===== config.mk =====
export PLATFORM = sky130hd
export DESIGN_NAME = shift_sequencer
export DESIGN_NICKNAME = d
export VERILOG_FILES = /design/src/rtl/mic1_pkg.sv /design/src/rtl/shift_step.sv /design/src/rtl/shift_sequencer.sv
export SDC_FILE = /design/constraint.sdc
export NUM_CORES = 1
export LEC_CHECK = 0
export ABC_AREA = 0
export BUFFER_PORTS_ARGS = -buffer_cell sky130_fd_sc_hd__buf_2
export CORE_MARGIN = 2
export CORE_UTILIZATION = 58
export CTS_CLUSTER_DIAMETER = 120
export DETAILED_ROUTE_END_ITERATION = 8
export PLACE_DENSITY_LB_ADDON = 0.12
export SYNTH_ARGS = -nofsm -noshare
export SYNTH_HDL_FRONTEND = slang
export SYNTH_HIERARCHICAL = 1
export SYNTH_SLANG_ARGS = --single-unit

===== constraint.sdc =====
create_clock -name clock -period 6 [get_ports clock]
set_clock_uncertainty 0.15 [all_clocks]
set_input_delay 0.9 -clock clock [delete_from_list [all_inputs] [get_ports clock]]
set_output_delay 0.9 -clock clock [all_outputs]
set_load 0.005 [all_outputs]

===== src/rtl/mic1_pkg.sv =====
// Shared MIC-1 datapath definitions: shift op encodings and the
// shift_sequencer state type.
package mic1_pkg;

    typedef logic [1:0] sh_op_t;

    localparam sh_op_t SH_SLL = 2'b00;
    localparam sh_op_t SH_SRL = 2'b01;
    localparam sh_op_t SH_SRA = 2'b10;
    localparam sh_op_t SH_ROR = 2'b11;

    typedef enum logic [1:0] {
        IDLE  = 2'b00,
        SHIFT = 2'b01,
        DONE  = 2'b10
    } shseq_state_t;

endpackage


===== src/rtl/shift_step.sv =====
// Purely combinational single-bit-position shift/rotate step.
// Also usable by the fixed single-cycle shifter.
module shift_step
    import mic1_pkg::*;
#(
    parameter int unsigned DATA_WIDTH = 32
) (
    input  sh_op_t                op,
    input  logic [DATA_WIDTH-1:0] acc,
    output logic [DATA_WIDTH-1:0] acc_next
);

    always_comb begin
        acc_next = acc;
        unique case (op)
            SH_SLL: acc_next = {acc[DATA_WIDTH-2:0], 1'b0};
            SH_SRL: acc_next = {1'b0, acc[DATA_WIDTH-1:1]};
            SH_SRA: acc_next = {acc[DATA_WIDTH-1], acc[DATA_WIDTH-1:1]};
            SH_ROR: acc_next = {acc[0], acc[DATA_WIDTH-1:1]};
        endcase
    end

endmodule


===== src/rtl/shift_sequencer.sv =====
// Multi-cycle variable-amount shifter: one bit position per clock,
// start/busy/done handshake, registered result.
module shift_sequencer
    import mic1_pkg::*;
#(
    parameter int unsigned DATA_WIDTH  = 32,
    parameter int unsigned SHAMT_WIDTH = 5
) (
    input  logic                   clock,
    input  logic                   reset,
    input  logic                   start,
    input  logic [1:0]             op,
    input  logic [SHAMT_WIDTH-1:0] shamt,
    input  logic [DATA_WIDTH-1:0]  data,
    output logic                   busy,
    output logic                   done,
    output logic [DATA_WIDTH-1:0]  dataOut
);

    shseq_state_t state_q, state_d;

    logic [DATA_WIDTH-1:0]  acc_q, acc_d;
    logic [SHAMT_WIDTH-1:0] cnt_q, cnt_d;
    sh_op_t                 op_q, op_d;
    logic [DATA_WIDTH-1:0]  data_out_q, data_out_d;
    logic [DATA_WIDTH-1:0]  acc_step;

    shift_step #(
        .DATA_WIDTH (DATA_WIDTH)
    ) u_shift_step (
        .op       (op_q),
        .acc      (acc_q),
        .acc_next (acc_step)
    );

    // State register
    always_ff @(posedge clock) begin
        if (reset) begin
            state_q <= IDLE;
        end else begin
            state_q <= state_d;
        end
    end

    // Next-state logic
    always_comb begin
        state_d = state_q;
        case (state_q)
            IDLE, DONE: state_d = start ? SHIFT : IDLE;
            SHIFT:      if (cnt_q == '0) state_d = DONE;
            default:    state_d = IDLE;
        endcase
    end

    // Outputs decode straight from state; no input-to-output path.
    always_comb begin
        busy = (state_q == SHIFT);
        done = (state_q == DONE);
    end

    always_comb begin
        acc_d      = acc_q;
        cnt_d      = cnt_q;
        op_d       = op_q;
        data_out_d = data_out_q;
        case (state_q)
            IDLE, DONE: begin
                if (start) begin
                    acc_d = data;
                    cnt_d = shamt;
                    op_d  = sh_op_t'(op);
                end
            end
            SHIFT: begin
                if (cnt_q != '0) begin
                    acc_d = acc_step;
                    cnt_d = cnt_q - SHAMT_WIDTH'(1);
                end else begin
                    data_out_d = acc_q;
                end
            end
            default: ;
        endcase
    end

    always_ff @(posedge clock) begin
        if (reset) begin
            acc_q      <= '0;
            cnt_q      <= '0;
            op_q       <= SH_SLL;
            data_out_q <= '0;
        end else begin
            acc_q      <= acc_d;
            cnt_q      <= cnt_d;
            op_q       <= op_d;
            data_out_q <= data_out_d;
        end
    end

    assign dataOut = data_out_q;

endmodule

==> impl_metrics.csv <==
group,metric,value,unit
clock_tree,clk_latency,330,ps
logic_synthesis,yosys.area_share.xor_xnor,0,
critical_path,critPathLaunchType,"flip-flop",
logic_synthesis,synthMuxAreaShare,0.144,
logic_synthesis,syn_inst,406,
clock_tree,numCtsBuffers,9,
critical_path,crit_chain,"nand2b_1 > inv_2 > a21o_2 > o21ai_0 > a221oi_2",
sta,hold_viol_final,0,
cells_and_area,final_common_cell,"nand2_1",
sta,tightest_slew,1200,ps
clock_tree,h-tree-depth,3,
floorplanning,die_y,81.2,um
power,p_comb_frac,0.225,
critical_path,cp_slowest_stage_delay,1040,ps
logic_synthesis,yosysUniqueCellTypes,28,
global_route,antenna_found_initial,0,
power,power_leakage,0.00171,uW
sta,hold_ws,301,ps
drt,drt_iter0_drc,129,
global_route,track_usage,0.233,
global_route,grt_max_degree,74,
drt,via_per_inst,5.32,
clock_tree,cts_resized,0,
power,power_switching,348,uW
run,cap_viol_max_count,0,
clock_tree,tritoncts,"built",
sta,finalCritPeriodShare,0.483,
floorplanning,die_area,6600,um^2
drt,num_vias,2880,
floorplanning,die_x,81.2,um
power,internal_power,802,uW
clock_tree,clock_path_buffers,2,
power,p_seq_frac,0.497,
global_route,grt_pass1_vias,2585,
critical_path,cp.arrival,2990,ps
power,clkPwrFrac,0.278,
clock_tree,post_cts.repair.setup_buffers,0,
global_route,grt-ovfl-total,0,
cells_and_area,area_growth,12.4,%
cells_and_area,nNetsFinal,504,
floorplanning,rows,28,
critical_path,critPathTopFamily,"compound AO/OA/AOI/OAI gates",
drt,drc,0,
status,status,"finished, final reports clean",
power,ir_worst_vdd,0.206,mV
logic_synthesis,avgSynthCellArea,8.52,um^2
power,switching_share,0.303,
min_path,min_path_type,"flip-flop to flip-flop",
sta,rsz0062_at_grt,"no",
critical_path,cp.required,6090,ps
critical_path,cp_slowest_cell,"a21o_2",
sta,fin_setup_tns,0,ps
logic_synthesis,yosysWarnings,6,
sta,setup_violations,0,
clock_tree,root_buffer,"clkbuf_8",
sta,setup_ws,3100,ps
critical_path,path_buf_inv,1,
drt,dr.pass1.iters,4,
place,preCtsSetupSlack,2800,ps
clock_tree,clk_pin_slew_worst_paths,70,ps
clock_tree,cts.sinks,73,
logic_synthesis,synth_top_family_by_area,"simple AND/OR/NAND/NOR gates",
place,port_buffers,75,
sta,slew_violations,0,
floorplanning,ios,76,
drt,routed_wl,7320,um
logic_synthesis,synthAdderAreaFrac,0.00362,
logic_synthesis,syn_nets,449,
place,hpwl,4550,um
logic_synthesis,synth-compound-area-share,0.154,
sta,fmax,345,MHz
critical_path,setup.worst_path.end_class,"flip-flop",
logic_synthesis,synth-seq-area-share,0.423,
floorplanning,coreArea,5850,um^2
place,place_congestion,0.725,
logic_synthesis,netlist_area,3460,um^2
sta,post-route-min-period,2900,ps
drt,drt-wirelength-per-cell,13.5,um
cells_and_area,layout_common_cells,"nand2_1 (130), buf_2 (75), dfxtp_1 (73), nor2_1 (40), a21oi_1 (37)",
place,placed_cell_area,3730,um^2
clock_tree,cts_hold_buffers,0,
power,power.density,296,nW/um^2
floorplanning,initial_utilization,0.591,
cells_and_area,drive_above_1_share,0.277,
critical_path,crit_type,"flip-flop to flip-flop",
cells_and_area,design_area,3890,um^2
logic_synthesis,synth.ff_latch_count,73,
drt,ant_nets,0,
sta,relSlewSlack,0.202,
cells_and_area,diodes,0,
critical_path,critPathMaxFanout,70,
logic_synthesis,synthSimpleGateAreaFrac,0.209,
global_route,grt_pass1_wl,12000,um
## layout make-up
class                   count  area, um^2
repair buffers             78         398
fillers                   517        1960
flip-flops and latches     73        1460
multi-input cells         296        1770
clock buffers              12         135
well taps                  75        93.8
clock inverters             4        20.0
inverters                   3        11.3
## power groups by stage
stage	registers, uW	clock network [uW]	logic (uW)
floorplan	571	0	223
global placement	581	0	253
detailed placement	582	0	259
CTS	571	326	261
global route	578	343	290
finish	571	319	259
## sequential cells by signal (all words and copies together), names as in the netlist
name / cells
acc_q: 32
cnt_q: 5
dataOut: 32
op_q: 2
state_q: 2
## cells in the mapped netlist
cell type,n,area (um^2)
a221oi_2,1,15.0
a311oi_1,33,289
mux2i_1,4,40.0
mux2_2,2,22.5
nand3_1,1,5.00
or2_2,1,6.26
buf_6,11,124
o21ai_0,4,20.0
a211oi_1,1,7.51
inv_2,1,3.75
mux2_4,29,435
buf_2,8,40.0
inv_1,2,7.51
clkbuf_1,13,48.8
a21o_1,1,7.51
nor3b_1,1,7.51
nor2b_1,4,25.0
a21oi_1,37,185
a22o_1,1,8.76
nand2b_1,1,6.26
nor2_4,1,11.3
or4b_4,1,13.8
nor2_1,41,154
buf_1,2,7.51
nor3_1,1,5.00
nand2_1,130,488
dfxtp_1,73,1460
ha_1,1,12.5
## layer usage
layer | vias up | wire length (um) | GRT usage
met3 | 9 | 288 | 0.0389
met4 | 0 | 97 | 0.0949
met2 | 57 | 3340 | 0.360
met5 | - | 0 | 0
li1 | 1491 | - | -
met1 | 1323 | 3590 | 0.324
## worst paths after layout
kind / from / slack [ps] / to / cells past startpoint
min: dataOut[5]$_SDFFE_PP0P_ / 300 / dataOut[5]$_SDFFE_PP0P_ / 2
max: state_q[1]$_SDFFE_PP0P_ / 3100 / cnt_q[0]$_SDFFE_PP0P_ / 5
max reg2reg: state_q[1]$_SDFFE_PP0P_ / 3100 / cnt_q[0]$_SDFFE_PP0P_ / 5
min reg2reg: dataOut[5]$_SDFFE_PP0P_ / 300 / dataOut[5]$_SDFFE_PP0P_ / 2
## cells by family after synthesis
group / after synthesis
AOI/OAI and AO/OA: 78
adders and majority gates: 1
buffers and inverters: 37
DFF: 73
muxes: 35
and+or+nand+nor: 182
## worst register-to-register path: stages (launching register included)
cell and delay (ps):
dfxtp_1 330, nand2b_1 160, inv_2 490, a21o_2 1040, o21ai_0 300, a221oi_2 340
## per-stage QoR
step,power (uW),std cells,utilization
6_report,1150,541,0.665
5_1_grt,1210,541,0.665
4_1_cts,1160,541,0.665
3_5_place_dp,841,525,0.638
3_3_place_gp,833,525,0.638
2_1_floorplan,794,406,-
Note: power is estimated with default switching activity, not from simulation.
